==> src/rtl/pll_ddr2_lock_seq_if.sv <==
// Signal bundle between the DDR2 PLL lock sequencer and the rPLL/DDR2
// controller side. The clock and reset stay outside as plain ports.
interface pll_ddr2_lock_seq_if;
  logic       pll_lock;    // raw rPLL lock, asynchronous to clkin
  logic       relock_req;  // single-cycle forced re-lock
  logic       pll_reset;   // rPLL reset, active-high
  logic       ddr_rst_n;   // DDR2 controller reset, active-low
  logic       ready;       // sequencer in RUN
  logic       fail;        // sequencer in FAIL
  logic [3:0] retry_cnt;   // failed attempts in the current sequence
  logic       lock_lost;   // one-cycle pulse on lock drop in RUN
  logic [2:0] state;       // encoded state, debug only

  // Sequencer side
  modport master (
    input  pll_lock, relock_req,
    output pll_reset, ddr_rst_n, ready, fail, retry_cnt, lock_lost, state
  );

  // PLL / controller / monitor side
  modport slave (
    output pll_lock, relock_req,
    input  pll_reset, ddr_rst_n, ready, fail, retry_cnt, lock_lost, state
  );
endinterface

==> src/rtl/pll_ddr2_lock_seq.sv <==
// DDR2 rPLL reset/lock sequencer. Pulses the PLL reset, waits for a lock that
// stays up long enough to trust, then releases the DDR2 controller reset after
// a settle delay. Retries on timeout, restarts on lock loss. Runs entirely on
// the free-running board clock so it never depends on the PLL it controls.
module pll_ddr2_lock_seq #(
  parameter int RESET_CYCLES  = 16,
  parameter int LOCK_TIMEOUT  = 25000,
  parameter int LOCK_STABLE   = 256,
  parameter int DDR_RST_DELAY = 64,
  parameter int MAX_RETRY     = 3
) (
  input  logic                clkin,
  input  logic                reset_n,
  pll_ddr2_lock_seq_if.master bus
);

  localparam int RST_W = $clog2(RESET_CYCLES) + 1;
  localparam int TMO_W = $clog2(LOCK_TIMEOUT) + 1;
  localparam int STB_W = $clog2(LOCK_STABLE) + 1;
  localparam int REL_W = $clog2(DDR_RST_DELAY) + 1;

  // Terminal values: each counter is compared against its last in-range value
  // so the state dwell equals the parameter exactly.
  localparam logic [RST_W-1:0] RST_LAST  = RST_W'(RESET_CYCLES - 1);
  localparam logic [RST_W-1:0] RST_ONE   = RST_W'(1);
  localparam logic [TMO_W-1:0] TMO_LAST  = TMO_W'(LOCK_TIMEOUT - 1);
  localparam logic [TMO_W-1:0] TMO_ONE   = TMO_W'(1);
  localparam logic [STB_W-1:0] STB_TGT   = STB_W'(LOCK_STABLE);
  localparam logic [STB_W-1:0] STB_ONE   = STB_W'(1);
  localparam logic [REL_W-1:0] REL_LAST  = REL_W'(DDR_RST_DELAY - 1);
  localparam logic [REL_W-1:0] REL_ONE   = REL_W'(1);
  localparam logic [3:0]       RETRY_MAX = 4'(MAX_RETRY);

  typedef enum logic [2:0] {
    S_RST_PLL   = 3'd0,
    S_WAIT_LOCK = 3'd1,
    S_STABLE    = 3'd2,
    S_RELEASE   = 3'd3,
    S_RUN       = 3'd4,
    S_FAIL      = 3'd5
  } state_e;

  state_e           state_q, state_d;
  logic [1:0]       sync_q;
  logic             lock_s;
  logic [RST_W-1:0] rst_cnt_q, rst_cnt_d, rst_inc;
  logic [TMO_W-1:0] tmo_cnt_q, tmo_cnt_d, tmo_inc;
  logic [STB_W-1:0] stb_cnt_q, stb_cnt_d, stb_inc;
  logic [REL_W-1:0] rel_cnt_q, rel_cnt_d, rel_inc;
  logic [3:0]       retry_q, retry_d;
  logic             lock_lost_d;
  logic             attempt_fail;

  logic             pll_reset_q, ddr_rst_n_q, ready_q, fail_q, lock_lost_q;

  assign lock_s = sync_q[1];

  // Saturating increments so no counter can ever wrap back into range.
  assign rst_inc = (rst_cnt_q == '1) ? rst_cnt_q : rst_cnt_q + RST_ONE;
  assign tmo_inc = (tmo_cnt_q == '1) ? tmo_cnt_q : tmo_cnt_q + TMO_ONE;
  assign stb_inc = (stb_cnt_q == '1) ? stb_cnt_q : stb_cnt_q + STB_ONE;
  assign rel_inc = (rel_cnt_q == '1) ? rel_cnt_q : rel_cnt_q + REL_ONE;

  // Next-state and counter logic; event priority is relock > timeout/loss > normal.
  always_comb begin
    state_d      = state_q;
    rst_cnt_d    = rst_cnt_q;
    tmo_cnt_d    = tmo_cnt_q;
    stb_cnt_d    = stb_cnt_q;
    rel_cnt_d    = rel_cnt_q;
    retry_d      = retry_q;
    lock_lost_d  = 1'b0;
    attempt_fail = 1'b0;

    case (state_q)
      S_RST_PLL: begin
        rst_cnt_d = rst_inc;
        if (rst_cnt_q == RST_LAST) begin
          state_d   = S_WAIT_LOCK;
          tmo_cnt_d = '0;
        end
      end
      S_WAIT_LOCK: begin
        tmo_cnt_d = tmo_inc;
        if (tmo_cnt_q == TMO_LAST) begin
          attempt_fail = 1'b1;
        end else if (lock_s) begin
          // The sample that brings us here already counts as the first.
          stb_cnt_d = STB_ONE;
          rel_cnt_d = '0;
          state_d   = (STB_ONE == STB_TGT) ? S_RELEASE : S_STABLE;
        end
      end
      S_STABLE: begin
        tmo_cnt_d = tmo_inc;
        if (tmo_cnt_q == TMO_LAST) begin
          attempt_fail = 1'b1;
        end else if (!lock_s) begin
          // Glitch: restart qualification but keep the attempt's time budget.
          state_d = S_WAIT_LOCK;
        end else begin
          stb_cnt_d = stb_inc;
          if (stb_inc == STB_TGT) begin
            state_d   = S_RELEASE;
            rel_cnt_d = '0;
          end
        end
      end
      S_RELEASE: begin
        if (!lock_s) begin
          attempt_fail = 1'b1;
        end else begin
          rel_cnt_d = rel_inc;
          if (rel_cnt_q == REL_LAST) begin
            state_d = S_RUN;
            retry_d = '0;
          end
        end
      end
      S_RUN: begin
        if (!lock_s) begin
          lock_lost_d = 1'b1;
          state_d     = S_RST_PLL;
          retry_d     = '0;
        end
      end
      S_FAIL: begin
        state_d = S_FAIL;
      end
      default: begin
        state_d = S_RST_PLL;
      end
    endcase

    if (attempt_fail) begin
      if (retry_q >= RETRY_MAX) begin
        state_d = S_FAIL;
      end else begin
        retry_d = retry_q + 4'd1;
        state_d = S_RST_PLL;
      end
    end

    // A relock request in RST_PLL would only restart a reset already in progress.
    if (bus.relock_req && (state_q != S_RST_PLL)) begin
      state_d     = S_RST_PLL;
      retry_d     = '0;
      lock_lost_d = 1'b0;
    end

    // Every entry into RST_PLL gets a full reset pulse.
    if ((state_d == S_RST_PLL) && (state_q != S_RST_PLL)) begin
      rst_cnt_d = '0;
    end
  end

  // Lock synchroniser, state/counter registers and registered outputs.
  always_ff @(posedge clkin) begin
    if (!reset_n) begin
      sync_q      <= 2'b00;
      state_q     <= S_RST_PLL;
      rst_cnt_q   <= '0;
      tmo_cnt_q   <= '0;
      stb_cnt_q   <= '0;
      rel_cnt_q   <= '0;
      retry_q     <= '0;
      pll_reset_q <= 1'b1;
      ddr_rst_n_q <= 1'b0;
      ready_q     <= 1'b0;
      fail_q      <= 1'b0;
      lock_lost_q <= 1'b0;
    end else begin
      sync_q      <= {sync_q[0], bus.pll_lock};
      state_q     <= state_d;
      rst_cnt_q   <= rst_cnt_d;
      tmo_cnt_q   <= tmo_cnt_d;
      stb_cnt_q   <= stb_cnt_d;
      rel_cnt_q   <= rel_cnt_d;
      retry_q     <= retry_d;
      // Outputs decode the next state so they line up with the state register.
      pll_reset_q <= (state_d == S_RST_PLL) || (state_d == S_FAIL);
      ddr_rst_n_q <= (state_d == S_RUN);
      ready_q     <= (state_d == S_RUN);
      fail_q      <= (state_d == S_FAIL);
      lock_lost_q <= lock_lost_d;
    end
  end

  assign bus.pll_reset = pll_reset_q;
  assign bus.ddr_rst_n = ddr_rst_n_q;
  assign bus.ready     = ready_q;
  assign bus.fail      = fail_q;
  assign bus.retry_cnt = retry_q;
  assign bus.lock_lost = lock_lost_q;
  assign bus.state     = state_q;

endmodule
==> src/flat_wrapper.sv <==
// flat-port wrapper written by rule: the top's interface ports become plain ports
module pll_ddr2_lock_seq_flat 
#(
  parameter int RESET_CYCLES  = 16,
  parameter int LOCK_TIMEOUT  = 25000,
  parameter int LOCK_STABLE   = 256,
  parameter int DDR_RST_DELAY = 64,
  parameter int MAX_RETRY     = 3
)
  (clkin, reset_n, bus_pll_lock, bus_relock_req, bus_pll_reset, bus_ddr_rst_n, bus_ready, bus_fail, bus_retry_cnt, bus_lock_lost, bus_state);
  pll_ddr2_lock_seq_if bus_i ();
  input  logic clkin;
  input  logic reset_n;
  input wire logic [$bits(bus_i.pll_lock)-1:0] bus_pll_lock;
  input wire logic [$bits(bus_i.relock_req)-1:0] bus_relock_req;
  output wire logic [$bits(bus_i.pll_reset)-1:0] bus_pll_reset;
  output wire logic [$bits(bus_i.ddr_rst_n)-1:0] bus_ddr_rst_n;
  output wire logic [$bits(bus_i.ready)-1:0] bus_ready;
  output wire logic [$bits(bus_i.fail)-1:0] bus_fail;
  output wire logic [$bits(bus_i.retry_cnt)-1:0] bus_retry_cnt;
  output wire logic [$bits(bus_i.lock_lost)-1:0] bus_lock_lost;
  output wire logic [$bits(bus_i.state)-1:0] bus_state;
  assign bus_i.pll_lock = bus_pll_lock;
  assign bus_i.relock_req = bus_relock_req;
  assign bus_pll_reset = bus_i.pll_reset;
  assign bus_ddr_rst_n = bus_i.ddr_rst_n;
  assign bus_ready = bus_i.ready;
  assign bus_fail = bus_i.fail;
  assign bus_retry_cnt = bus_i.retry_cnt;
  assign bus_lock_lost = bus_i.lock_lost;
  assign bus_state = bus_i.state;
  pll_ddr2_lock_seq #(.RESET_CYCLES(RESET_CYCLES), .LOCK_TIMEOUT(LOCK_TIMEOUT), .LOCK_STABLE(LOCK_STABLE), .DDR_RST_DELAY(DDR_RST_DELAY), .MAX_RETRY(MAX_RETRY)) u_core (.clkin(clkin), .reset_n(reset_n), .bus(bus_i));
endmodule
==> config.mk <==
export PLATFORM = sky130hd
export DESIGN_NAME = pll_ddr2_lock_seq_flat
export DESIGN_NICKNAME = d
export VERILOG_FILES = /design/src/rtl/pll_ddr2_lock_seq_if.sv /design/src/rtl/pll_ddr2_lock_seq.sv /design/src/flat_wrapper.sv
export SDC_FILE = /design/constraint.sdc
export NUM_CORES = 1
export LEC_CHECK = 0
export ABC_AREA = 1
export CAP_MARGIN = 10
export CORE_ASPECT_RATIO = 0.6
export CORE_MARGIN = 2
export CORE_UTILIZATION = 24
export CTS_CLUSTER_SIZE = 14
export DETAILED_ROUTE_END_ITERATION = 8
export PLACE_DENSITY_LB_ADDON = 0.25
export SLEW_MARGIN = 10
export SYNTH_ARGS = -nofsm -noshare
export SYNTH_HDL_FRONTEND = slang
export SYNTH_SLANG_ARGS = --single-unit
==> constraint.sdc <==
create_clock -name clkin -period 1.9 [get_ports clkin]
set_input_delay 0.285 -clock clkin [delete_from_list [all_inputs] [get_ports clkin]]
set_output_delay 0.285 -clock clkin [all_outputs]
set_load 0.01 [all_outputs]
### Word level (Yosys, flattened, before mapping)

Index checks and enable logic that the tools add are counted.

* magnitude comparators: 1
* equality and inequality tests: 24
* $add $sub $neg: 5
* multiplexer cells: 39
* reduce and logical (&&, ||, !) cells: 17
* bitwise operators: 3
* div/mod/pow operators: 0
* $mul: 0
* shifts and indexed selects: 0

Operator list (count)
* two-way mux 7 bit: 7
* two-way mux 9 bit: 5
* two-way mux 3 bit: 12
* two-way mux 16 bit: 2
* one-hot mux 16 bit (2 select lines): 1
* one-hot mux 7 bit (3 select lines): 1
* two-way mux 4 bit: 5
* equality test 9 bit, second input constant: 2
* one-hot mux 3 bit (6 select lines): 1
* one-hot mux 9 bit (2 select lines): 1
* adder 16 x 1 -> 16 bit, second input constant: 1
* equality test 16 x 15 -> 1 bit, second input constant: 1
* equality test 16 bit, second input constant: 1
* equality test 3 bit, second input constant: 4
* != test 2 x 1 -> 1 bit, second input constant: 5
* adder 9 x 1 -> 9 bit, second input constant: 1
* != test 2 bit, second input constant: 4
* one-hot mux 4 bit (2 select lines): 1
* AND reduction 8 bit: 1
* adder 7 x 1 -> 7 bit, second input constant: 1
* equality test 7 x 6 -> 1 bit, second input constant: 1
* equality test 7 bit, second input constant: 1
* equality test 3 x 2 -> 1 bit, second input constant: 2
* zero test 3 bit: 2
* 18 further kinds: 26

* memories kept: 0
* RAM bits: 0
* bits in registers: 50
* bits in latches: 0
* ROM bits: 0
* output and inout bits: 12
* input port bits: 4

### Depth between registers and ports, before layout

Gate-level depths: netlist (run 1).

* depth after elaboration: 12
* depth in mapped cells: 18
* mapped depth without buffers: 18

### Worst setup path before layout (run 1)

Ideal clock, no wire load.

* path kind: register to register
* start point: register u_core.stb_cnt_q[1]
* end point: register u_core.rst_cnt_q[0]
* path buffers: 0
* stages on the path, launching flop included: 17
* data required time: 1781 ps
* data arrival time: 1763 ps
* slack: 17 ps
* setup time: 119 ps
* cell sequence: dfxtp_1 -> ha_1 -> nand2_1 -> nor2_4 -> nand3_2 -> nand2_1 -> nand2_1 -> nand2_1 -> nor2_2 -> nand2_2 -> nand2_1 -> nand3_1 -> nand3_1 -> nand2_1 -> nand3_2 -> nand2_4 -> a21oi_1

* longest elaborated chain between the ends: 12

RTL lines
* start, declared: line pll_ddr2_lock_seq.sv:48 `logic [STB_W-1:0] stb_cnt_q, stb_cnt_d, stb_inc;`
* start signal, assigned: line pll_ddr2_lock_seq.sv:177 `stb_cnt_q <= stb_cnt_d;`
* adder 9 x 1 -> 9 bit / equality test 9 bit (equally long branches): line pll_ddr2_lock_seq.sv:61 `assign stb_inc = (stb_cnt_q == '1) ? stb_cnt_q : stb_cnt_q + STB_ONE;`
* two-way mux 9 bit (*): line pll_ddr2_lock_seq.sv:61
* equality test 9 bit (*): line pll_ddr2_lock_seq.sv:103 `if (stb_inc == STB_TGT) begin`
* two-way mux 3 bit (*): line pll_ddr2_lock_seq.sv:103
* two-way mux 3 bit (*): line pll_ddr2_lock_seq.sv:98 `end else if (!lock_s) begin`
* two-way mux 3 bit (*): line pll_ddr2_lock_seq.sv:96 `if (tmo_cnt_q == TMO_LAST) begin`
* one-hot mux 3 bit (6 select lines) (*): line pll_ddr2_lock_seq.sv:75 `case (state_q)`
* two-way mux 3 bit (*): line pll_ddr2_lock_seq.sv:135 `if (attempt_fail) begin`
* two-way mux 3 bit (*): line pll_ddr2_lock_seq.sv:145 `if (bus.relock_req && (state_q != S_RST_PLL)) begin`
* zero test 3 bit (*): line pll_ddr2_lock_seq.sv:152 `if ((state_d == S_RST_PLL) && (state_q != S_RST_PLL)) begin`
* logical AND 1 bit (*): line pll_ddr2_lock_seq.sv:152
* OR reduction 2 bit (no line) (*)
* end signal, assigned: line pll_ddr2_lock_seq.sv:175 `rst_cnt_q <= rst_cnt_d;`
* end, declared: line pll_ddr2_lock_seq.sv:46 `logic [RST_W-1:0] rst_cnt_q, rst_cnt_d, rst_inc;`

Mark *: on every way between the ends. The rest lies on a longest branch, timed or not.
A chain may end at the register's enable or synchronous reset.

### Final worst setup path (run 1)

* start point: register u_core.rst_cnt_q[0]
* end point: register u_core.rst_cnt_q[1]

* longest elaborated chain between the ends: 8

RTL lines
* equality test 5 x 4 -> 1 bit: line pll_ddr2_lock_seq.sv:78 `if (rst_cnt_q == RST_LAST) begin`
* two-way mux 3 bit: line pll_ddr2_lock_seq.sv:78
* one-hot mux 3 bit (6 select lines): line pll_ddr2_lock_seq.sv:75
* two-way mux 3 bit: line pll_ddr2_lock_seq.sv:135
* two-way mux 3 bit: line pll_ddr2_lock_seq.sv:145
* zero test 3 bit: line pll_ddr2_lock_seq.sv:152
* logical AND 1 bit: line pll_ddr2_lock_seq.sv:152
* OR reduction 2 bit (no line)

Several ways; a longest one is shown, not always the timed one.

==> results of run 1 <==
## per-stage QoR
step           cell area [sq um]  utilization  TNS, ns
2_1_floorplan               2730            -        0
3_3_place_gp                3470        0.310   -0.500
3_5_place_dp                3470        0.310    -1.12
4_1_cts                     3720        0.333   -0.111
5_1_grt                     3990        0.357    -2.70
6_report                    3990        0.357   -0.439
## flip-flops by register name, summed over array words and instances (netlist names), 2 cells and up
signal                count
u_core.tmo_cnt_q         16
u_core.stb_cnt_q          9
u_core.rst_cnt_q          5
u_core.bus.state          3
u_core.rel_cnt_q          7
u_core.bus.retry_cnt      4
u_core.sync_q             2
## cell type report
class | count | area, sq um | share of cell area
inverters | 61 | 234 | 0.0586
clock inverters | 3 | 47.5 | 0.0119
clock buffers | 5 | 125 | 0.0313
multi-input cells | 288 | 1730 | 0.433
repair buffers | 82 | 661 | 0.165
flip-flops and latches | 50 | 1020 | 0.254
well taps | 144 | 180 | 0.0451
## report_power, final
group          internal (uW)  leakage [uW]  switching, uW
clock network            630     0.0000844            439
registers               1050      0.000409           5.60
logic                   27.9       0.00117           38.4
## worst max-delay path: cells and delay by family (launching register included)
family / cells / cell delay [ns]
fa+ha+maj: 2 / 0.35
flops: 1 / 0.32
buf+inv: 2 / 0.21
compound gates: 2 / 0.14
simple gates: 7 / 0.82
## layout by cell type, fill, tap and decap left out, types with 6 or more instances in the layout
cell type,count
a21oi_1,27
buf_4,65
clkdlybuf4s50_1,15
dfxtp_1,40
dfxtp_2,9
inv_1,54
nand2_1,81
nand2_2,16
nand3_1,22
nand4_1,6
nor2_1,39
nor2_2,11
nor2_4,6
nor3_1,11
o21ai_0,12
xor2_1,9
## worst max-delay path by stage
stage	cells past startpoint	slack, ns	end	start
floorplan	16	0.02	u_core.rst_cnt_q[0]$_SDFFE_PP0P_	u_core.stb_cnt_q[1]$_SDFFE_PN0P_
global placement	9	-0.05	u_core.rel_cnt_q[0]$_SDFFE_PN0P_	u_core.stb_cnt_q[2]$_SDFFE_PN0P_
detailed placement	16	-0.12	u_core.rst_cnt_q[2]$_SDFFE_PP0P_	u_core.stb_cnt_q[0]$_SDFFE_PN0P_
CTS	16	-0.03	u_core.rst_cnt_q[2]$_SDFFE_PP0P_	u_core.stb_cnt_q[1]$_SDFFE_PN0P_
global route	14	-0.23	u_core.rst_cnt_q[0]$_SDFFE_PP0P_	u_core.rel_cnt_q[0]$_SDFFE_PN0P_
finish	13	-0.06	u_core.rst_cnt_q[1]$_SDFFE_PP0P_	u_core.rst_cnt_q[0]$_SDFFE_PP0P_
## routing by layer
layer / wire [um] / vias up / share of wire / GRT usage
met1: 4030 / 1294 / 0.54 / 0.184
met4: 55 / 0 / 0.0074 / 0.0282
met2: 3010 / 41 / 0.40 / 0.180
met5: 0 / - / 0 / 0
met3: 347 / 5 / 0.047 / 0.0320
li1: - / 1465 / - / -
## kinds of logic after synthesis
family	count (synthesis)
multiplexers	1
buffers and inverters	64
XOR/XNOR	11
AO/OA/AOI/OAI	55
adder cells (fa/ha/maj)	7
AND/OR/NAND/NOR	214
flip-flops	50
## timing repair
action	4_1_cts	5_1_grt
pin swaps	6	14
buffers inserted	2	8
hold endpoints to repair	0	0
gates resized for setup	19	62
endpoints found under the setup margin	14	36
hold buffers	0	0
==> key figures, run 1 <==
Timing
  • Rel. slew slack: 0.678
  • Number of hold violations in the final report: 0
  • Maximum achievable frequency: between 500 and 600 MHz
  • Minimum clock period: between 1.5 and 2 ns
  • Worst Max-Slew Pin Slew: roughly 0.48 ns
  • RSZ-0062 raised after global routing: yes
  • Fin crit share: 1.03
  • Final setup viols: 9
  • Layout Skew: ~0.010 ns
  • Fin. max-slew vios: 0
  • Final hold slack: roughly 0.43 ns
  • Setup WS post-layout: -0.0623 ns

Place
  • Routability cong.: between 0.8 and 0.9
  • HPWL after DPL: about 5400 um
  • Dpl ws: -0.122 ns
  • Placed cells: 615
  • Port Buf Inserts: 15

Logic synthesis
  • Post-Syn Nets: 413
  • Register area share after synthesis: 0.367
  • Syn Inst Count: ~400
  • Largest family of logic cells by synthesized area: simple AND/OR/NAND/NOR gates
  • Commonest register cell after synthesis: dfxtp_1
  • Dominant cells by area after synthesis: dfxtp_1 37%, nand2_1 13%, inv_1 7.8%
  • Post-Synth Adder-Cell Area: 0.0321
  • Top-count cell post-synth: nand2_1
  • Average size of a mapped cell: between 6 and 7 sq um
  • Synth warn: 0
  • Post-synth top area share: 0.367
  • Netlist cell types: 34
  • Compound-cell area share of the yosys netlist: 0.112
  • Number of flops mapped to enable cells by yosys: 0
  • Top cells by count, synth: 93 x nand2_1, 57 x inv_1, 50 x dfxtp_1, 50 x nor2_1, 32 x a21oi_1
  • Post-Synth XOR/XNOR Area: 0.0353
  • Ys async rst share: 0
  • Simple-gate share of the synthesized area: 0.358
  • Synthesis-stage register bit count: 50
  • Netlist Area Pre-Place: about 0.0027 sq mm
  • Area leader, netlist: dfxtp_1
  • Multiplexer share of the synthesized area: 0.00367

Route
  • Via count: 2805
  • Starting DRC count in detailed routing: between 150 and 200
  • Total Wirelength: ~7400 um
  • Detail Route Antenna Nets: 0
  • First-pass iteration count of the detailed router: 4
  • WL/cell: approximately 12 um
  • Residual DRC: 0
  • Vias per inst: between 4 and 5

Floorplan
  • # rows: 30
  • DIE WIDTH: about 140 um
  • Die ar.: ~0.012 sq mm
  • IO Pins: 16
  • Die height: around 87 um
  • Core area: between 0.01 and 0.015 sq mm
  • Initial Utilization: 0.244

Clock network
  • Clk_lat worst skew: ~0.30 ns
  • H-Tree Depth: 2
  • Worst-path clk slew: ~0.070 ns
  • Root Buffer: clkbuf_16
  • CTS sink count: 50
  • Maximum root-to-sink buffer count: 2
  • CTS tree: yes
  • CTS buffer count: 5

Critical path
  • CP max stage delay: 0.32 ns
  • Critical path arrival: 2.15 ns
  • WP data required: approximately 2.1 ns
  • CP max stage cell: dfxtp_1
  • RR Endpoint: u_core.rst_cnt_q[1]$_SDFFE_PP0P_
  • Crit Path Category: reg -> reg
  • Worst r2r path cells: 13
  • CP max FO: 5
  • Reg2reg setup slack: -0.06 ns
  • Crit start category: flop
  • Critical-path cell list: ha_1 -> inv_1 -> nor2_2 -> ha_2 -> nand2_1 -> buf_4 -> o21ai_0 -> nor3_1 -> nand3_2 -> nand2_2 -> nand3_4 -> nand2_4 -> a21oi_1
  • Worst R2R Start: u_core.rst_cnt_q[0]$_SDFFE_PP0P_
  • Critical Path End Type: flop

GRT
  • Largest net degree at the start of global routing: 18
  • Total track usage: 0.124
  • Number of global-route vias before repair: around 2600
  • First-pass GRT wire length: 12300 um
  • Initial antenna violation count: 0
  • Grt ovf: 0

Power and ir drop
  • Total power: between 2000 and 2500 uW
  • Cell Pwr Density: ~550 mW/mm^2
  • Peak VDD IR: just under 300 uV
  • Pleak: about 0.0017 uW

Finish
  • Layout cells sized above 1: 0.333
  • Ant diodes: 0
  • Nets@finish: around 500
  • Fillcell total: 1203
  • Non-Filler Instances: about 630
  • Area delta synth->final: 46.4%

Outcome
  • Violated checks: negative setup slack
  • Status: complete, but fails checks

Worst hold path
  • Number of stages on the worst hold path: 2
  • Hold crit path type: reg -> reg
  • Hold path start: u_core.sync_q[0]$_SDFF_PN0_
  • Hold endpoint: u_core.sync_q[1]$_SDFF_PN0_

Flow run
  • # Max-Cap Violations: 0
Power figures use the tool's default switching activity.
==> run 2, diff against run 1 <==
--- a/config.mk
+++ b/config.mk
@@ -13,7 +13,6 @@
 export CTS_CLUSTER_SIZE = 14
 export DETAILED_ROUTE_END_ITERATION = 8
 export PLACE_DENSITY_LB_ADDON = 0.25
-export SLEW_MARGIN = 10
 export SYNTH_ARGS = -nofsm -noshare
 export SYNTH_HDL_FRONTEND = slang
 export SYNTH_SLANG_ARGS = --single-unit
==> results of run 2 <==
Final layout, timing and power as in run 1 (identical DEF).
